File: src/rtl/tx_fifo_arbiter.sv
`default_nettype none
// ============================================================================
// Module   : tx_fifo_arbiter
// Purpose  : Round-robin read controller for the two transmit-side lane FIFOs
//            of phy_tx. Pops at most one word per clk_2f cycle from either
//            FIFO 0 or FIFO 1, caps consecutive pops from one channel at
//            BURST_LEN while the other channel has data, and stalls on
//            downstream backpressure. Exactly one registered word (with its
//            source channel) is presented per cycle to the 2:1 lane mux.
//
// Ports    : clk_2f           - single clock, rising-edge
//            reset            - synchronous, active-high
//            fifo_empty_0/1   - FWFT empty flags of FIFO 0 / FIFO 1
//            fifo_data_0/1    - head words of FIFO 0 / FIFO 1
//            dest_almost_full - downstream backpressure, blocks pops
//            pop_0/1          - combinational read strobes to the FIFOs
//            data_out         - registered word to the mux
//            valid_out        - registered qualifier for data_out
//            channel_out      - registered source channel of data_out
//            state_out        - FSM state for debug (IDLE=0, SERVE_0=1,
//                               SERVE_1=2)
//
// Revision : 1.0 - initial release
// ============================================================================
module tx_fifo_arbiter #(
    parameter int DATA_WIDTH = 8,
    parameter int BURST_LEN  = 4    // legal range 1..15
) (
    input  logic                  clk_2f,
    input  logic                  reset,
    input  logic                  fifo_empty_0,
    input  logic                  fifo_empty_1,
    input  logic [DATA_WIDTH-1:0] fifo_data_0,
    input  logic [DATA_WIDTH-1:0] fifo_data_1,
    input  logic                  dest_almost_full,
    output logic                  pop_0,
    output logic                  pop_1,
    output logic [DATA_WIDTH-1:0] data_out,
    output logic                  valid_out,
    output logic                  channel_out,
    output logic [1:0]            state_out
);

    // ------------------------------------------------------------------
    // State encoding
    // ------------------------------------------------------------------
    localparam logic [1:0] c_IDLE    = 2'd0;
    localparam logic [1:0] c_SERVE_0 = 2'd1;
    localparam logic [1:0] c_SERVE_1 = 2'd2;

    // Count value at which the current pop is the last of a burst.
    localparam logic [3:0] c_BURST_LAST = 4'(BURST_LEN - 1);

    // ------------------------------------------------------------------
    // Declarations
    // ------------------------------------------------------------------
    logic [1:0]            r_state;
    logic [1:0]            w_state_nxt;
    logic [3:0]            r_burst_cnt;
    logic [3:0]            w_burst_cnt_nxt;
    logic                  r_last_ch;
    logic                  w_last_ch_nxt;

    logic                  w_pop_0;
    logic                  w_pop_1;
    logic [1:0]            w_state_out;

    logic [DATA_WIDTH-1:0] r_data_out;
    logic                  r_valid_out;
    logic                  r_channel_out;

    // ------------------------------------------------------------------
    // FSM process 1: state register
    // ------------------------------------------------------------------
    always_ff @(posedge clk_2f) begin
        if (reset) begin
            r_state     <= c_IDLE;
            r_burst_cnt <= 4'd0;
            // Pretend channel 1 was served last so channel 0 wins the
            // first tie after reset.
            r_last_ch   <= 1'b1;
        end else begin
            r_state     <= w_state_nxt;
            r_burst_cnt <= w_burst_cnt_nxt;
            r_last_ch   <= w_last_ch_nxt;
        end
    end

    // ------------------------------------------------------------------
    // FSM process 2: next-state logic
    // ------------------------------------------------------------------
    always_comb begin
        w_state_nxt     = r_state;
        w_burst_cnt_nxt = r_burst_cnt;
        w_last_ch_nxt   = r_last_ch;

        case (r_state)
            c_IDLE: begin
                // Grant decision only; the first pop happens in the SERVE
                // state, which costs one bubble cycle here.
                if (!dest_almost_full) begin
                    if (!fifo_empty_0 && (fifo_empty_1 || r_last_ch)) begin
                        w_state_nxt     = c_SERVE_0;
                        w_burst_cnt_nxt = 4'd0;
                        w_last_ch_nxt   = 1'b0;
                    end else if (!fifo_empty_1) begin
                        w_state_nxt     = c_SERVE_1;
                        w_burst_cnt_nxt = 4'd0;
                        w_last_ch_nxt   = 1'b1;
                    end
                end
            end

            c_SERVE_0: begin
                // Backpressure freezes state and burst count.
                if (!dest_almost_full) begin
                    if (!fifo_empty_0) begin
                        if (r_burst_cnt == c_BURST_LAST) begin
                            // Burst exhausted: hand over only if the other
                            // channel is waiting, otherwise start a fresh
                            // burst on this one.
                            w_burst_cnt_nxt = 4'd0;
                            if (!fifo_empty_1) begin
                                w_state_nxt   = c_SERVE_1;
                                w_last_ch_nxt = 1'b1;
                            end
                        end else begin
                            w_burst_cnt_nxt = r_burst_cnt + 4'd1;
                        end
                    end else if (!fifo_empty_1) begin
                        w_state_nxt     = c_SERVE_1;
                        w_burst_cnt_nxt = 4'd0;
                        w_last_ch_nxt   = 1'b1;
                    end else begin
                        w_state_nxt = c_IDLE;
                    end
                end
            end

            c_SERVE_1: begin
                if (!dest_almost_full) begin
                    if (!fifo_empty_1) begin
                        if (r_burst_cnt == c_BURST_LAST) begin
                            w_burst_cnt_nxt = 4'd0;
                            if (!fifo_empty_0) begin
                                w_state_nxt   = c_SERVE_0;
                                w_last_ch_nxt = 1'b0;
                            end
                        end else begin
                            w_burst_cnt_nxt = r_burst_cnt + 4'd1;
                        end
                    end else if (!fifo_empty_0) begin
                        w_state_nxt     = c_SERVE_0;
                        w_burst_cnt_nxt = 4'd0;
                        w_last_ch_nxt   = 1'b0;
                    end else begin
                        w_state_nxt = c_IDLE;
                    end
                end
            end

            default: begin
                // Unused encoding: recover to IDLE.
                w_state_nxt     = c_IDLE;
                w_burst_cnt_nxt = 4'd0;
            end
        endcase
    end

    // ------------------------------------------------------------------
    // FSM process 3: outputs
    // Pops are gated by reset so that a reset cycle never consumes a word.
    // Since only one SERVE state is active at a time the strobes are
    // mutually exclusive by construction.
    // ------------------------------------------------------------------
    always_comb begin
        w_pop_0     = (r_state == c_SERVE_0) && !fifo_empty_0 &&
                      !dest_almost_full && !reset;
        w_pop_1     = (r_state == c_SERVE_1) && !fifo_empty_1 &&
                      !dest_almost_full && !reset;
        w_state_out = r_state;
    end

    // ------------------------------------------------------------------
    // Output register: one cycle after the pop the word appears here.
    // data_out/channel_out hold their last value when nothing is popped.
    // ------------------------------------------------------------------
    always_ff @(posedge clk_2f) begin
        if (reset) begin
            r_data_out    <= '0;
            r_valid_out   <= 1'b0;
            r_channel_out <= 1'b0;
        end else if (w_pop_0) begin
            r_data_out    <= fifo_data_0;
            r_valid_out   <= 1'b1;
            r_channel_out <= 1'b0;
        end else if (w_pop_1) begin
            r_data_out    <= fifo_data_1;
            r_valid_out   <= 1'b1;
            r_channel_out <= 1'b1;
        end else begin
            r_valid_out   <= 1'b0;
        end
    end

    assign pop_0       = w_pop_0;
    assign pop_1       = w_pop_1;
    assign data_out    = r_data_out;
    assign valid_out   = r_valid_out;
    assign channel_out = r_channel_out;
    assign state_out   = w_state_out;

endmodule
`default_nettype wire

File: config.mk
export PLATFORM = sky130hd
export DESIGN_NAME = tx_fifo_arbiter
export DESIGN_NICKNAME = d
export VERILOG_FILES = /design/src/rtl/tx_fifo_arbiter.sv
export SDC_FILE = /design/constraint.sdc
export NUM_CORES = 1
export LEC_CHECK = 0
export ABC_AREA = 1
export BUFFER_PORTS_ARGS = -buffer_cell sky130_fd_sc_hd__buf_2
export CAP_MARGIN = 20
export CORE_AREA = 5 5 55 57
export CTS_CLUSTER_DIAMETER = 40
export DETAILED_ROUTE_END_ITERATION = 10
export DIE_AREA = 0 0 60 62
export HOLD_SLACK_MARGIN = 0.03
export PLACE_DENSITY = 0.73
export SLEW_MARGIN = 20
export SYNTH_ARGS = -nofsm -noshare
export SYNTH_HDL_FRONTEND = slang
export SYNTH_SLANG_ARGS = --single-unit
File: constraint.sdc
create_clock -name clk_2f -period 2.9 [get_ports clk_2f]
set_clock_uncertainty 0.2 [all_clocks]
set_input_delay 0.145 -clock clk_2f [delete_from_list [all_inputs] [get_ports clk_2f]]
set_output_delay 0.145 -clock clk_2f [all_outputs]
set_load 0.02 [all_outputs]
==> metrics <==
Mapped Cells between 150 and 200; Async S/R FF share, synth 0%; crit-path max FO 8; R2R depth 10; R2R Setup Slk between 0.15 and 0.2 ns; Post-DP HPWL about 2000 µm; Pleak about 0.76 nW; drt total wl a little under 3000 µm; DRC viols 0; Slowest Stage Delay on Critical Path 0.57 ns; clk buf depth 2; period utilization 93.4%; reg2reg end data_out[3]; drt first pass iters 4; Post-synth EDFFs 0; Yosys cell types 21; global-route wire length before repair around 5000 µm; slowest CP cell dlygate4sd3_1; WHS between 0.06 and 0.07 ns; 1st-iter DRT viols 16; syn_nets ~180; GPL Wtd Cong slightly above 0.9; initial antenna violation count 0; maximum vdd drop ~0.36 mV; CTS tree built; clk slew on worst S/H paths 0.11 ns; Post-synth top flop dfxtp_1; clk_lat worst skew a little under 0.3 ns; Clk pwr share a little under a fifth; filler cell count 227; port bufs 34; internal cell power between 0.0004 and 0.0005 W; RSZ-0062 raised after global routing false; ANT cells 0; Final nets between 200 and 250; Ys Warns 0; share of Yosys cell area claimed by the top area cell type a little under a third; Die Y-Extent between 60 and 70 µm; syn avg cell area 6.79 µm²; status finished, final reports clean; Multi-input gate area ~630 µm²; final-report hold violation count 0; global route overflow 0; pre-CTS setup slack 1.06 ns; Register Area ~340 µm²; sequential share of power between 30 and 40%; HP Start fifo_empty_1; Max Cap Viol 0; register area share after synthesis between 30% and 40%; Setup Buffers After CTS 0; CP Data Required Time slightly below 3 ns; Max-slew headroom approximately three quarters; Logic pwr share between 40 and 50%; Psw just under 0.0003 W; setup_tns 0 ns; Die ar. about 3700 µm²; Worst setup SP type flip-flop; Bufs and invs on worst path 4; critical path class flip-flop to flip-flop; synth top area cells dfxtp_1 (32%), nand2_1 (14%), inv_1 (6.7%), nand3_1 (6.6%), ha_1 (5.9%); Cell Chain, Critical Path inv_1 -> ha_1 -> nand2_4 -> inv_1 -> nand2_2 -> nand2_1 -> o21ai_1 -> dlygate4sd3_1 -> a21oi_1 -> dlygate4sd3_1; CORE AREA ~2400 µm²; power per cell area 488 nW/µm²; Commonest cells post-synth nand2_1 (40), inv_1 (19), dfxtp_1 (17); Vias roughly 1,200; sw frac 40.4%; num ports 35; cell taking the most area after synthesis dfxtp_1; max-slew violations 0; Crit path max-delay family buffers and inverters; Worst-Margin Slew 0.388 ns; top-count cell post-synth nand2_1; layout cell share with drive strength beyond 1 approximately 26%; all-layer global routing usage between 15 and 20%; vias in the first global route 1,214; post-synthesis cell area around 1100 µm²; Yosys reg bits 17; average wire per standard cell roughly 12 µm; initial core utilization between 40% and 50%; Antenna Nets Post-Route 0; R2R Path Start state_out[1]; number of buffers created by CTS 3; Area growth, synth to finish 37.7%; setup ws final 0.192 ns; H-tree depth 1; # rows 18; Root Driver clkbuf_4; final core area utilization around three fifths; largest net degree at the start of global routing 14; minimum clock period after layout roughly 2.7 ns; worst hold path type input port to flip-flop; Clock Sink Count 17; Max Fclk about 370 MHz; Hold EP state_out[1]; vias per cell about 5; Critical Path End Type flip-flop; number of setup violations in the final report 0; hold depth 4; CP arrival 2.70 ns; Die Wd about 60 µm
==> worst min-delay path, cell delays in order <==
cell	delay [ns]
buf_2	0.12
inv_2	0.10
a21oi_1	0.08
nor2_1	0.08
==> cell families (layout without fill, tap and decap cells) <==
family	count (synthesis)	after routing	share of synthesized area [%]
DFF	17	17	31.9
and+or+nand+nor	78	78	35.8
buffers and inverters	24	78	9.15
adders and majority gates	5	5	5.87
AOI/OAI and AO/OA	32	32	16.4
xor gates and xnor gates	1	1	0.822
==> cell type report <==
cell class	count	area share, %
multi-input cells	116	43.0
repair buffers	52	23.9
flip-flops and latches	17	23.2
inverters	22	5.63
well taps	30	2.56
clock buffers	4	1.79
==> stage by stage <==
stage	area [µm²]	total power, W	std cells
floorplan	1070	0.000495	157
global placement	1260	0.000563	219
detailed placement	1260	0.000569	219
CTS	1470	0.000715	241
global route	1470	0.000770	241
finish	1470	0.000716	241
==> cells in the final DEF (no fill, tap or decap), types with 2 or more instances in the layout <==
cell type	n
nand2_1	40
buf_2	34
inv_1	19
dlygate4sd3_1	18
dfxtp_1	17
nand3_1	14
o21ai_0	12
nor2_1	12
a21oi_1	11
nand2_4	5
a31oi_1	4
ha_1	4
inv_2	3
nor2_4	3
o21ai_1	3
clkbuf_4	3
nand2_2	2
==> sequential cells by signal, indices dropped and copies added (netlist names) <==
name / cells
r_last_ch: 1
state_out: 2
r_burst_cnt: 4
valid_out: 1
channel_out: 1
data_out: 8
==> repair_timing <==
action | in CTS | in global routing
hold endpoints to repair | 11 | 0
hold buffers | 18 | 0
setup endpoints to repair | 0 | 1
gates resized for setup | 0 | 1
==> worst max path at each step <==
stage                             from        endpoint  cells after the start
after floorplan           state_out[0]  r_burst_cnt[2]                      9
after global placement    state_out[0]  r_burst_cnt[2]                      9
after detailed placement  state_out[0]  r_burst_cnt[2]                      9
after CTS                 state_out[0]     data_out[3]                     10
after global routing      state_out[1]     data_out[3]                     10
final                     state_out[1]     data_out[3]                     10
==> routing by layer <==
layer	vias up	track usage, %	wire length (µm)
li1	617	-	-
met1	548	20.6	1260
met2	36	32.3	1470
met3	2	3.51	180
met4	0	4.75	17
met5	-	0	0
==> power groups by stage <==
stage          clock, W  combinational [W]  sequential [W]
6_report       0.000133           0.000307        0.000276
4_1_cts        0.000133           0.000305        0.000277
2_1_floorplan         0           0.000201        0.000294
5_1_grt        0.000145           0.000346        0.000280
3_3_place_gp          0           0.000282        0.000280
3_5_place_dp          0           0.000287        0.000282
Power figures use the tool's default switching activity.
